[config.mk]
export PLATFORM = sky130hd
export DESIGN_NAME = bit_sweep_unit_flat
export DESIGN_NICKNAME = d
export VERILOG_FILES = /design/src/rtl/bit_sweep_unit_if.sv /design/src/rtl/bit_sweep_unit.sv /design/src/flat_wrapper.sv
export SDC_FILE = /design/constraint.sdc
export NUM_CORES = 1
export LEC_CHECK = 0
export CAP_MARGIN = 0
export CORE_ASPECT_RATIO = 2
export CORE_MARGIN = 2
export CORE_UTILIZATION = 40
export CTS_CLUSTER_SIZE = 24
export DETAILED_ROUTE_END_ITERATION = 7
export HOLD_SLACK_MARGIN = 0.15
export PLACE_DENSITY = 0.69
export SLEW_MARGIN = 10
export SYNTH_ARGS = -nofsm -noshare
export SYNTH_HDL_FRONTEND = slang
export SYNTH_SLANG_ARGS = --single-unit
[constraint.sdc]
create_clock -name i_clk -period 3.5 [get_ports i_clk]
set_clock_uncertainty 0.2 [all_clocks]
set_input_delay 0.7 -clock i_clk [delete_from_list [all_inputs] [get_ports i_clk]]
set_output_delay 0.7 -clock i_clk [all_outputs]
set_load 0.01 [all_outputs]
[src/rtl/bit_sweep_unit_if.sv]
// Request/response bundle for bit_sweep_unit: request fields, handshake and result.
interface bit_sweep_unit_if #(
  parameter int N  = 8,
  parameter int LW = $clog2(N) + 1
);
  logic          i_valid;
  logic          o_ready;
  logic [1:0]    i_op;
  logic [N-1:0]  i_a;
  logic [N-1:0]  i_b;
  logic [LW-1:0] i_len;
  logic          o_valid;
  logic [N-1:0]  o_out;
  logic          o_flag;
  logic          o_ERR;

  modport master (
    output i_valid, i_op, i_a, i_b, i_len,
    input  o_ready, o_valid, o_out, o_flag, o_ERR
  );

  modport slave (
    input  i_valid, i_op, i_a, i_b, i_len,
    output o_ready, o_valid, o_out, o_flag, o_ERR
  );
endinterface

[src/rtl/bit_sweep_unit.sv]
// bit_sweep_unit: walks a run of consecutive bits of a word one bit per cycle,
// toggling, setting, clearing or testing each. Bad requests finish in one cycle
// with an error flag.
module bit_sweep_unit #(
  parameter int N  = 8,
  parameter int LW = $clog2(N) + 1
) (
  input  logic             i_clk,
  input  logic             i_rst_n,
  bit_sweep_unit_if.slave  bus
);
  // Sum width wide enough that magnitude + length can never wrap.
  localparam int SW = (((N - 1) > LW) ? (N - 1) : LW) + 1;

  localparam logic [1:0] OP_TOGGLE = 2'b00;
  localparam logic [1:0] OP_SET    = 2'b01;
  localparam logic [1:0] OP_CLEAR  = 2'b10;
  localparam logic [1:0] OP_TEST   = 2'b11;

  typedef enum logic [1:0] {S_IDLE = 2'd0, S_RUN = 2'd1, S_DONE = 2'd2} state_t;

  state_t        r_state, w_state_nxt;
  logic [1:0]    r_op;
  logic [N-1:0]  r_word;
  logic [LW-1:0] r_idx;
  logic [LW-1:0] r_rem;
  logic          r_acc;

  logic [SW-1:0] w_mag_x, w_len_x, w_sum;
  logic          w_err;
  logic [N-1:0]  w_mask, w_word_nxt;
  logic          w_bit, w_last;

  assign w_mag_x = {{(SW-N+1){1'b0}}, bus.i_b[N-2:0]};
  assign w_len_x = {{(SW-LW){1'b0}}, bus.i_len};
  assign w_sum   = w_mag_x + w_len_x;
  assign w_err   = bus.i_b[N-1] | (w_mag_x >= SW'(N)) | (bus.i_len == '0) | (w_sum > SW'(N));

  assign w_mask = {{(N-1){1'b0}}, 1'b1} << r_idx;
  assign w_bit  = |(r_word & w_mask);
  assign w_last = (r_rem == LW'(1));

  // Apply the selected operation to the bit under the cursor.
  always_comb begin
    w_word_nxt = r_word;
    case (r_op)
      OP_TOGGLE: w_word_nxt = r_word ^ w_mask;
      OP_SET:    w_word_nxt = r_word | w_mask;
      OP_CLEAR:  w_word_nxt = r_word & ~w_mask;
      default:   w_word_nxt = r_word;
    endcase
  end

  // Next-state logic: errors skip RUN, the last bit moves to DONE, DONE is one cycle.
  always_comb begin
    w_state_nxt = r_state;
    case (r_state)
      S_IDLE: if (bus.i_valid) w_state_nxt = w_err ? S_DONE : S_RUN;
      S_RUN:  if (w_last) w_state_nxt = S_DONE;
      S_DONE: w_state_nxt = S_IDLE;
      default: w_state_nxt = S_IDLE;
    endcase
  end

  // State register.
  always_ff @(posedge i_clk or negedge i_rst_n) begin
    if (!i_rst_n) r_state <= S_IDLE;
    else          r_state <= w_state_nxt;
  end

  // Datapath: capture on accept, step one bit per RUN cycle, load results entering DONE.
  always_ff @(posedge i_clk or negedge i_rst_n) begin
    if (!i_rst_n) begin
      r_op       <= '0;
      r_word     <= '0;
      r_idx      <= '0;
      r_rem      <= '0;
      r_acc      <= 1'b0;
      bus.o_out  <= '0;
      bus.o_flag <= 1'b0;
      bus.o_ERR  <= 1'b0;
    end else begin
      case (r_state)
        S_IDLE: begin
          if (bus.i_valid) begin
            r_op   <= bus.i_op;
            r_word <= bus.i_a;
            r_idx  <= w_mag_x[LW-1:0];
            r_rem  <= bus.i_len;
            r_acc  <= 1'b0;
            if (w_err) begin
              bus.o_out  <= '0;
              bus.o_flag <= 1'b0;
              bus.o_ERR  <= 1'b1;
            end
          end
        end
        S_RUN: begin
          r_word <= w_word_nxt;
          r_acc  <= r_acc | w_bit;
          r_idx  <= r_idx + LW'(1);
          r_rem  <= r_rem - LW'(1);
          if (w_last) begin
            bus.o_out  <= w_word_nxt;
            bus.o_flag <= (r_op == OP_TEST) & (r_acc | w_bit);
            bus.o_ERR  <= 1'b0;
          end
        end
        default: ;
      endcase
    end
  end

  assign bus.o_ready = (r_state == S_IDLE);
  assign bus.o_valid = (r_state == S_DONE);
endmodule
[src/flat_wrapper.sv]
// flat-port wrapper written by rule: the top's interface ports become plain ports
module bit_sweep_unit_flat 
#(
  parameter int N  = 8,
  parameter int LW = $clog2(N) + 1
)
  (i_clk, i_rst_n, bus_i_valid, bus_i_op, bus_i_a, bus_i_b, bus_i_len, bus_o_ready, bus_o_valid, bus_o_out, bus_o_flag, bus_o_ERR);
  bit_sweep_unit_if #(.N(N), .LW(LW)) bus_i ();
  input  logic i_clk;
  input  logic i_rst_n;
  input wire logic [$bits(bus_i.i_valid)-1:0] bus_i_valid;
  input wire logic [$bits(bus_i.i_op)-1:0] bus_i_op;
  input wire logic [$bits(bus_i.i_a)-1:0] bus_i_a;
  input wire logic [$bits(bus_i.i_b)-1:0] bus_i_b;
  input wire logic [$bits(bus_i.i_len)-1:0] bus_i_len;
  output wire logic [$bits(bus_i.o_ready)-1:0] bus_o_ready;
  output wire logic [$bits(bus_i.o_valid)-1:0] bus_o_valid;
  output wire logic [$bits(bus_i.o_out)-1:0] bus_o_out;
  output wire logic [$bits(bus_i.o_flag)-1:0] bus_o_flag;
  output wire logic [$bits(bus_i.o_ERR)-1:0] bus_o_ERR;
  assign bus_i.i_valid = bus_i_valid;
  assign bus_i.i_op = bus_i_op;
  assign bus_i.i_a = bus_i_a;
  assign bus_i.i_b = bus_i_b;
  assign bus_i.i_len = bus_i_len;
  assign bus_o_ready = bus_i.o_ready;
  assign bus_o_valid = bus_i.o_valid;
  assign bus_o_out = bus_i.o_out;
  assign bus_o_flag = bus_i.o_flag;
  assign bus_o_ERR = bus_i.o_ERR;
  bit_sweep_unit #(.N(N), .LW(LW)) u_core (.i_clk(i_clk), .i_rst_n(i_rst_n), .bus(bus_i));
endmodule
### After elaboration in Yosys (flattened, before gate mapping)

Cells that the tools add are included.

| word-level totals | value |
|---|---|
| register bits after elaboration | 31 |
| bits of input ports | 25 |
| output and inout bits | 12 |
| logic and storage cells | 68 |

| operators by class | value |
|---|---|
| $add $sub $neg | 3 |
| $lt $le $gt $ge | 2 |
| equality and inequality tests | 9 |
| shift operators | 1 |
| multiplexer cells | 25 |
| bitwise operators | 10 |
| reduce and logical (&&, ||, !) cells | 9 |

Operator list:

| cell | count |
|---|---|
| 8-bit 2-to-1 mux | 4 |
| 8-bit one-hot mux with 2 select lines | 2 |
| 8-bit one-hot mux with 3 select lines | 1 |
| 8-bit bitwise AND | 2 |
| 4-bit one-hot mux with 2 select lines | 2 |
| 7-bit by 4-bit adder with 8-bit output | 1 |
| 8-bit by 4-bit greater-than comparator with 1-bit output (second input constant) | 1 |
| 4-bit 2-to-1 mux | 2 |
| 8-bit inverter | 1 |
| 8-bit bitwise OR | 1 |
| 8-bit OR reduction | 1 |
| 1-bit by 4-bit left shift with 8-bit output (first input constant) | 1 |
| 8-bit bitwise XOR | 1 |
| 7-bit by 4-bit >= comparator with 1-bit output (second input constant) | 1 |
| 1-bit 2-to-1 mux | 7 |
| 2-bit == test (second input constant) | 3 |
| 2-bit 2-to-1 mux | 3 |
| 1-bit one-hot mux with 2 select lines | 3 |
| 2-bit AND reduction | 3 |
| 4-bit by 1-bit adder with 4-bit output (second input constant) | 1 |
| 2-bit by 1-bit == test with 1-bit output (second input constant) | 2 |
| 4-bit by 1-bit == test with 1-bit output (second input constant) | 1 |
| 2-bit logical NOT | 2 |
| 4-bit logical NOT | 1 |
| 8 further kinds | 12 |

### Logic depth before layout (Yosys ltp)

Gate-level depths: netlist of run 1.

| logic depth | value |
|---|---|
| depth after elaboration | 7 |
| gate-level depth with buffers | 9 |
| depth with buffers taken out | 9 |

### Worst setup path after synthesis of run 1

Ideal clock, no wire load.

| timing path | value |
|---|---|
| path kind | input to register |
| start | in bus_i_len[0] |
| end | reg u_core.bus.o_out[0] |
| setup time | 0.127 ns |
| arrival | 2.062 ns |
| required time | 3.173 ns |
| setup slack | 1.111 ns |
| cell stages on the path | 7 |
| path buffers | 1 |
| cell sequence | ha_1 > inv_1 > fa_1 > a31o_1 > a311oi_2 > buf_6 > o21ai_1 |

| on the way | value |
|---|---|
| longest elaborated chain between the ends | 5 |
| elaborated cells on any way between the ends | 7 |
| those cells by class | add/sub: 1; order compare: 1; eq/ne: 1; bitwise: 2; reduce/logical: 2 |

RTL lines:

| element | RTL line | text |
|---|---|---|
| start: declaration | flat_wrapper.sv:15 | `input wire logic [$bits(bus_i.i_len)-1:0] bus_i_len;` |
| 7-bit by 4-bit adder with 8-bit output or 4-bit logical NOT (tied branches) | bit_sweep_unit.sv:36, bit_sweep_unit.sv:37 |  |
| 8-bit by 4-bit greater-than comparator with 1-bit output or 1-bit bitwise OR (tied branches) | bit_sweep_unit.sv:37 | `assign w_err = bus.i_b[N-1] \| (w_mag_x >= SW'(N)) \| (bus.i_len == '0) \| (w_sum > SW'(N));` |
| 1-bit bitwise OR (*) | bit_sweep_unit.sv:37 |  |
| 2-bit by 1-bit != test with 1-bit output (no source line) (*) | - |  |
| 4-bit AND reduction (no source line) (*) | - |  |
| end signal: assignment | bit_sweep_unit.sv:104 | `bus.o_out <= w_word_nxt;` |
| end: declaration | bit_sweep_unit_if.sv:24 | `output o_ready, o_valid, o_out, o_flag, o_ERR` |

Mark *: on every way between the ends. The rest lies on a longest branch, timed or not.
A chain may end at the register's enable or synchronous reset.

### Worst setup path after layout of run 1

| timing path | value |
|---|---|
| start | in bus_i_len[0] |
| end | reg u_core.bus.o_out[2] |

The elaborated chain is that of the path after synthesis.

==> flow_summary_export.csv, run 1 <==
group,metric,value,unit
clocking,clock-sinks,31,
floorplan,pin_count,37,
timing,hold_viol,0,
drt,firstDrtPassIters,4,
placement,port_buffers,36,
critical_path,crit_family,"buffers and inverters",
clocking,cts_setup_buffers,0,
outcome,status,"completed",
drt,drcViolationCount,0,
timing,worstMarginPinSlew,0.747,ns
synth,yosysSeqAreaShare,0.317,
timing,min_period,2.80,ns
power,ir_drop,0.000258,V
synth,yosysTopAreaCell,"dfrtp_1",
power,p_per_area,427,nW/um2
floorplan,rows,40,
clocking,cts.clk_slew.worst_paths,0.05,ns
critical_path,end_kind,"flop",
synth,netlist_instances,262,
synth,yosys_most_used_dff,"dfrtp_1",
timing,fmax,357,MHz
floorplan,die_y,115,um
global_route,grtUsageTotal,0.204,
clocking,ctsResizeCount,0,
critical_path,cp_num_buf_inv,3,
critical_path,crit_path_start_kind,"primary input",
synth,yosysWarnings,0,
synth,synthArstFlopShare,1.00,
drt,wl,6190,um
floorplan,dieArea,6800,um2
synth,ys_ff_latch,31,
synth,synth_nets,324,
floorplan,start_util,0.411,
timing,slew_viol_final,0,
flow_run,cap_violations,0,
floorplan,coreArea,5960,um2
clocking,cts_made_buffers,5,
global_route,grt_pass1_wl,10200,um
synth,yosys-top-cells-area,"dfrtp_1 32%, ha_1 18%, mux4_2 7.4%, inv_1 5.7%, nand2_1 4.1%",
synth,synth_common_cells,"37 x inv_1, 36 x ha_1, 31 x dfrtp_1, 27 x nand2_1, 14 x a21oi_1",
critical_path,path_class,"in2reg",
clocking,htree_levels,2,
synth,synth_edf_count,0,
global_route,overflow,0,
finish,drive_gt1_frac,0.0903,
finish,fin_util,0.508,
timing,period_share,0.799,
critical_path,arrival,2.75,ns
placement,dpl.hpwl,4700,um
global_route,antenna_found_initial,0,
finish,area_growth,23.6,%
drt,wl_per_cell,17.1,um
synth,syn_avg_cell_area,9.34,um2
floorplan,die_x,59.3,um
critical_path,path_cells,"clkdlybuf4s50_1 > ha_1 > inv_1 > fa_1 > a31o_1 > a311oi_2 > buf_4 > o21ai_1",
drt,vias,2085,
clocking,clockBufferDepth,2,
critical_path,cp_max_fo,11,
timing,fin_setup_tns,0,ns
timing,setup_viol,0,
critical_path,required,3.46,ns
worst_hold_path,min_path_type,"reg2reg",
placement,gp_congestion,0.792,
drt,antenna_left,0,
synth,synth_most_common_cell,"inv_1",
timing,holdWs,0.318,ns
critical_path,worst_path_max_delay_cell,"clkdlybuf4s50_1",
timing,slew_headroom,0.499,
critical_path,slowest_delay,0.54,ns
drt,via_per_inst,5.76,
finish,diodes,0,
timing,rsz0062_at_grt,"no",
synth,synth_area,2450,um2
clocking,cts_tree,"yes",
global_route,grt_max_degree,33,
global_route,grt_pass1_vias,2159,
drt,drt-initial-drc-count,45,
synth,yosysTopAreaCellShare,0.317,
clocking,insertion_delay,0.28,ns
power,p_leak,0.00143,uW
clocking,cts-root-buf,"clkbuf_16",
clocking,cts_hold_buf,0,
synth,synth_cell_type_count,39,
finish,nets,361,
==> worst paths after layout <==
| path | end | depth (start not counted) | start | slack (ns) |
|---|---|---|---|---|
| min in group asynchronous | u_core.bus.o_out[1] | 2 | i_rst_n | 0.62 |
| worst min-delay path | u_core.r_acc | 1 | u_core.r_acc | 0.32 |
| worst max-delay path | u_core.bus.o_out[2] | 8 | bus_i_len[0] | 0.70 |
| worst min register to register | u_core.r_acc | 1 | u_core.r_acc | 0.32 |
| worst max register to register | u_core.bus.o_out[7] | 7 | u_core.r_idx[0] | 1.19 |
| max in group asynchronous | u_core.r_word[0] | 2 | i_rst_n | 2.17 |
==> where the power goes <==
part	internal (uW)	switching [uW]
clock	332	154
sequential	397	64.4
combinational	168	175
total	897	394
==> state kept, by name, summed over array words and instances (netlist names) <==
signal,count
u_core.r_op,2
u_core.r_state,2
u_core.r_rem,4
u_core.bus.o_ERR,1
u_core.r_acc,1
u_core.r_idx,4
u_core.r_word,8
u_core.bus.o_flag,1
u_core.bus.o_out,8
==> worst register-to-register path: cells and delay by family, from the launching register on <==
| kind | cells | cell delay, ns |
|---|---|---|
| fa+ha+maj | 3 | 0.66 |
| flops | 1 | 0.42 |
| compound gates | 2 | 0.26 |
| mux | 1 | 0.53 |
| simple gates | 1 | 0.11 |
==> cell type report <==
cell class | instances | area (um2)
Tap cell | 63 | 78.8
Multi-Input combinational cell | 182 | 1470
Timing Repair Buffer | 42 | 405
Fill cell | 550 | 2930
Clock inverter | 1 | 30.0
Sequential cell | 31 | 776
Clock buffer | 6 | 129
Inverter | 37 | 139
==> cells in the final DEF (no fill, tap or decap), types with 2 or more instances in the layout <==
cell             count
inv_1               37
ha_1                36
clkdlybuf4s50_1     36
dfrtp_1             31
nand2_1             27
a21oi_1             14
nor2_1              11
o21ai_1             10
a22oi_1             10
a32oi_1              9
mux4_2               8
nand3b_1             8
nand2b_1             6
buf_4                6
nand3_1              5
clkbuf_16            5
nor3b_1              4
o21ai_0              4
nor4_1               3
o22ai_1              2
nor2b_1              2
mux2_2               2
o21a_1               2
and3_1               2
nor3_1               2
o31ai_1              2
==> metal layers <==
metal  track usage  vias up  share of wire
li1              -      983              -
met1         0.212     1035           0.34
met2         0.356       49           0.57
met3        0.0305       18          0.029
met4         0.144        0          0.060
met5             0        -              0
==> cell families after synthesis <==
kind of cell	synth area share
AND/OR/NAND/NOR	0.166
multiplexers	0.0828
buffers and inverters	0.0838
adder cells (fa/ha/maj)	0.192
flip-flops	0.317
AO/OA/AOI/OAI	0.158
==> metrics by stage <==
step                      area (um2)  instances  power (uW)  worst slack, ns
after detailed placement        2870        355         811            0.413
after floorplan                 2450        262         680             1.11
after global routing            3020        362        1360            0.593
after global placement          2870        355         797            0.476
after CTS                       3020        362        1300            0.704
final                           3020        362        1290            0.703
(Power assumes the default switching activity.)
==> run 2, diff against run 1 <==
PLACE_DENSITY = 0.71   (was 0.69)
clock period = 2.3 ns   (was 3.5 ns; I/O delays follow)
==> flow_summary_export.csv, run 2 (synthesis results as in run 1) <==
group,metric,value,unit
outcome,status,"completed",
placement,gp_congestion,0.827,
timing,fmax,438,MHz
critical_path,path_class,"reg2reg",
drt,via_per_inst,5.47,
critical_path,end_kind,"flop",
global_route,antenna_found_initial,0,
timing,holdWs,0.318,ns
timing,slew_viol_final,0,
critical_path,cp_max_fo,4,
timing,worstMarginPinSlew,0.778,ns
finish,most-common-layout-cells,"36 x inv_1, 33 x ha_1, 30 x clkdlybuf4s50_1, 30 x buf_4, 30 x dfrtp_1",
placement,place_area,3010,um2
floorplan,dieArea,6800,um2
timing,fin_ws,0.0177,ns
drt,wl_per_cell,16.7,um
clocking,htree_levels,2,
critical_path,path_cells,"ha_2 > ha_2 > nand2b_4 > ha_1 > mux4_2 > a22oi_1 > o21ai_1",
clocking,cts-root-buf,"clkbuf_16",
finish,fin_area,3270,um2
global_route,grt_max_degree,32,
placement,dpl.hpwl,4950,um
power,p_leak,0.00160,uW
critical_path,crit_path_start_kind,"flop",
finish,area_growth,33.7,%
floorplan,pin_count,37,
finish,diodes,0,
global_route,grtUsageTotal,0.214,
drt,drt-initial-drc-count,90,
drt,vias,2118,
finish,fillers,532,
drt,antenna_left,0,
timing,min_period,2.28,ns
clocking,cts.clk_slew.worst_paths,0.06,ns
power,p_per_area,635,nW/um2
drt,wl,6460,um
drt,drcViolationCount,0,
floorplan,die_x,59.3,um
worst_hold_path,min_path_type,"reg2reg",
global_route,overflow,0,
timing,hold_viol,0,
timing,period_share,0.992,
floorplan,start_util,0.411,
timing,rsz0062_at_grt,"yes",
timing,slew_headroom,0.478,
finish,drive_gt1_frac,0.204,
critical_path,worst_path_max_delay_cell,"mux4_2",
finish,nets,385,
clocking,insertion_delay,0.28,ns
floorplan,rows,40,
clocking,cts_made_buffers,5,
floorplan,coreArea,5960,um2
critical_path,arrival,2.25,ns
clocking,clockBufferDepth,2,
finish,top_regs,"u_core.bus.o_out: 8 flops, u_core.r_word: 8 flops",
clocking,cts_hold_buf,0,
finish,layout_commonest_cell,"inv_1",
global_route,grt_pass1_vias,2305,
finish,ff_latch_area,777,um2
drt,firstDrtPassIters,4,
placement,port_buffers,36,
power,ir_drop,0.000364,V
power,power.total,2080,uW
finish,multi_input_area,1510,um2
critical_path,slowest_delay,0.52,ns
global_route,grt_pass1_wl,10800,um
placement,dp_slack,-0.499,ns
critical_path,crit_top_cell,"ha_2",
clocking,clock-sinks,31,
clocking,cts_tree,"yes",
floorplan,die_y,115,um
critical_path,required,2.26,ns
flow_run,cap_violations,0,
timing,setup_viol,0,
[run 2: cell types whose count changed in the layout (fill, tap and decap cells not counted), moves of 2 or more]
| cell | before | now |
|---|---|---|
| ha_2 | 0 | 3 |
| buf_4 | 6 | 30 |
| dlygate4sd2_1 | 0 | 2 |
| nor4_2 | 0 | 2 |
| ha_1 | 36 | 33 |
| nor4_1 | 3 | 1 |
| clkdlybuf4s50_1 | 36 | 30 |
| dlymetal6s2s_1 | 0 | 4 |
[run 2: routing by layer]
layer  up-vias  part of all wire  GRT usage
met3        16             0.023     0.0249
li1       1038                 -          -
met5         -                 0          0
met2        46              0.58      0.384
met1      1018              0.35      0.220
met4         0             0.049      0.139
[run 2: final cells by class]
cell class                      instances  area share
Clock buffer                            6      0.0424
Sequential cell                        31       0.237
Clock inverter                          2      0.0107
Tap cell                               63      0.0241
Multi-Input combinational cell        182       0.462
Timing Repair Buffer                   66       0.181
Inverter                               37      0.0424
[run 2: final timing paths]
check | from | endpoint | slack [ns] | depth (start not counted)
hold reg to reg | u_core.r_acc | u_core.r_acc | 0.32 | 1
hold / removal | u_core.r_acc | u_core.r_acc | 0.32 | 1
setup reg to reg | u_core.r_idx[1] | u_core.bus.o_out[7] | 0.02 | 7
max in group asynchronous | i_rst_n | u_core.r_state[0] | 1.18 | 2
min in group asynchronous | i_rst_n | u_core.bus.o_out[0] | 0.39 | 2
setup / recovery | u_core.r_idx[1] | u_core.bus.o_out[7] | 0.02 | 7
[run 2: repair_timing]
item,4_1_cts,5_1_grt
buffers inserted,3,2
pin swaps,4,10
resized for setup,5,14
setup endpoints to repair,12,13
[run 2: report_power, final]
group / total, uW / internal [uW] / switching, uW
combinational: 584 / 302 / 282
sequential: 706 / 604 / 102
clock: 788 / 538 / 250
[run 2: critical path: cells and delay by family (launching register included)]
| family | cells | cell delay, ns |
|---|---|---|
| mux | 1 | 0.52 |
| simple gates | 1 | 0.06 |
| fa+ha+maj | 3 | 0.69 |
| compound gates | 2 | 0.30 |
| flops | 1 | 0.40 |
[run 2: through the flow]
| step | std cells | util | setup TNS [ns] |
|---|---|---|---|
| global placement | 374 | 0.505 | -5.16 |
| detailed placement | 374 | 0.505 | -5.71 |
| global route | 387 | 0.550 | -0.105 |
| CTS | 385 | 0.539 | 0 |
| floorplan | 262 | - | 0 |
| finish | 387 | 0.550 | 0 |
==> run 3, diff against run 2 <==
CORE_ASPECT_RATIO = unset   (was 2)
GPL_ROUTABILITY_DRIVEN = 0   (was unset)
==> flow_summary_export.csv, run 3 (synthesis results as in run 1) <==
group,metric,value,unit
power,pwr-share-clk,0.250,
finish,top_regs,"u_core.bus.o_out: 8 flops, u_core.r_word: 8 flops",
global_route,antenna_found_initial,0,
drt,firstDrtPassIters,4,
power,internal_power,1150,uW
finish,most-common-layout-cells,"34 x inv_1, 31 x clkdlybuf4s50_1, 31 x dfrtp_1",
clocking,cts_tree,"yes",
timing,slew_headroom,0.452,
finish,nets,381,
finish,drive_gt1_frac,0.216,
drt,vias,2117,
power,switching_share,0.341,
drt,antenna_left,0,
worst_hold_path,min_from,"u_core.r_acc",
critical_path,cp_max_fo,4,
global_route,grt_pass1_wl,10100,um
floorplan,die_y,82.2,um
finish,diodes,0,
timing,rsz0062_at_grt,"yes",
power,switchingPower,595,uW
power,p_leak,0.00152,uW
placement,place_area,3000,um2
timing,period_share,0.980,
critical_path,reg2reg_slack,0.05,ns
placement,dp_slack,-0.568,ns
placement,dpl.hpwl,4640,um
critical_path,cp.depth,7,
clocking,insertion_delay,0.28,ns
finish,layout_commonest_cell,"inv_1",
critical_path,crit_path_start_kind,"flop",
power,combPwrFrac,0.347,
timing,hold_viol,0,
drt,drcViolationCount,0,
timing,holdWs,0.324,ns
critical_path,crit_top_cell,"ha_1",
timing,slew_viol_final,0,
global_route,grt_pass1_vias,2122,
power,p_per_area,537,nW/um2
power,power.share.sequential,0.402,
flow_run,cap_violations,0,
floorplan,dieArea,6760,um2
floorplan,coreArea,5920,um2
critical_path,startpoint,"u_core.r_idx[1]",
timing,fin_ws,0.0453,ns
timing,worstMarginPinSlew,0.816,ns
worst_hold_path,min_path_type,"reg2reg",
critical_path,reg2reg_from,"u_core.r_idx[1]",
power,ir_drop,0.000337,V
clocking,cts_hold_buf,0,
floorplan,die_x,82.2,um
outcome,status,"completed",
clocking,cts.clk_slew.worst_paths,0.07,ns
timing,setup_viol,0,
clocking,htree_levels,2,
clocking,cts_made_buffers,5,
drt,via_per_inst,5.37,
timing,min_period,2.25,ns
floorplan,rows,28,
timing,fmax,444,MHz
critical_path,slowest_delay,0.51,ns
critical_path,end_kind,"flop",
drt,wl_per_cell,16.1,um
placement,port_buffers,36,
critical_path,worst_path_max_delay_cell,"mux4_2",
drt,wl,6340,um
floorplan,pin_count,37,
global_route,grtUsageTotal,0.199,
critical_path,crit_family,"adder cells",
finish,fin_area,3250,um2
global_route,grt_max_degree,32,
critical_path,timing.critical_path.to,"u_core.bus.o_out[7]",
critical_path,path_cells,"ha_2 > ha_1 > nand2b_1 > ha_1 > mux4_2 > a22oi_2 > o21ai_1",
drt,drt-initial-drc-count,143,
finish,area_growth,32.7,%
critical_path,path_class,"reg2reg",
global_route,overflow,0,
critical_path,cp_num_buf_inv,0,
critical_path,arrival,2.22,ns
critical_path,reg2reg_depth,7,
floorplan,start_util,0.413,
finish,fillers,547,
critical_path,required,2.27,ns
clocking,cts-root-buf,"clkbuf_8",
clocking,clockBufferDepth,2,
clocking,clock-sinks,31,
critical_path,r2r-end,"u_core.bus.o_out[7]",
run 3: cell count changes in the layout (fill, tap and decap cells not counted), moves of 3 or more:
| cell | before | now |
|---|---|---|
| ha_1 | 33 | 30 |
| nand2_1 | 27 | 24 |
| clkbuf_16 | 5 | 0 |
| clkbuf_8 | 1 | 6 |
| buf_4 | 30 | 24 |
| nand2_2 | 0 | 3 |
run 3: cell type report:
cell class / count / area, um2 / area share
multi-input combinational: 182 / 1590 / 0.489
sequential: 31 / 776 / 0.239
timing repair buffer: 62 / 564 / 0.174
inverter: 37 / 139 / 0.0428
tap: 75 / 93.8 / 0.0289
clock buffer: 6 / 82.6 / 0.0254
clock inverter: 1 / 5.00 / 0.00154
run 3: per-stage QoR:
step / util / std cells / total power [uW] / TNS, ns
after floorplan: - / 262 / 1030 / 0
after global placement: 0.507 / 383 / 1220 / -5.45
after detailed placement: 0.507 / 383 / 1250 / -6.51
after CTS: 0.530 / 393 / 1720 / 0
after global routing: 0.548 / 394 / 1870 / -0.140
final: 0.548 / 394 / 1740 / 0
run 3: worst min path at each step:
stage	depth (start not counted)	slack (ns)	to
5_1_grt	1	0.34	u_core.r_acc
4_1_cts	1	0.33	u_core.r_acc
3_5_place_dp	1	0.31	u_core.r_acc
2_1_floorplan	0	-0.04	u_core.bus.o_ERR
3_3_place_gp	1	0.29	u_core.r_acc
6_report	1	0.32	u_core.r_acc
run 3: layer usage:
metal | track usage | vias to the layer above | share of wire
met4 | 0.0567 | 0 | 0.015
met3 | 0.0261 | 8 | 0.039
met1 | 0.247 | 1033 | 0.44
li1 | - | 1027 | -
met5 | 0 | - | 0
met2 | 0.357 | 49 | 0.51
run 3: power groups by stage:
| stage | sequential [uW] | clock [uW] | combinational [uW] |
|---|---|---|---|
| after floorplan | 663 | 0 | 371 |
| after global placement | 706 | 0 | 512 |
| after detailed placement | 712 | 0 | 541 |
| after CTS | 700 | 445 | 574 |
| after global routing | 713 | 479 | 675 |
| final | 702 | 437 | 605 |
run 3: timing repair:
item,CTS,global route
gates resized for setup,13,21
cloned,1,0
buffers inserted,2,1
hold endpoints to repair,0,0
endpoints found under the setup margin,12,12
pin swaps,4,7
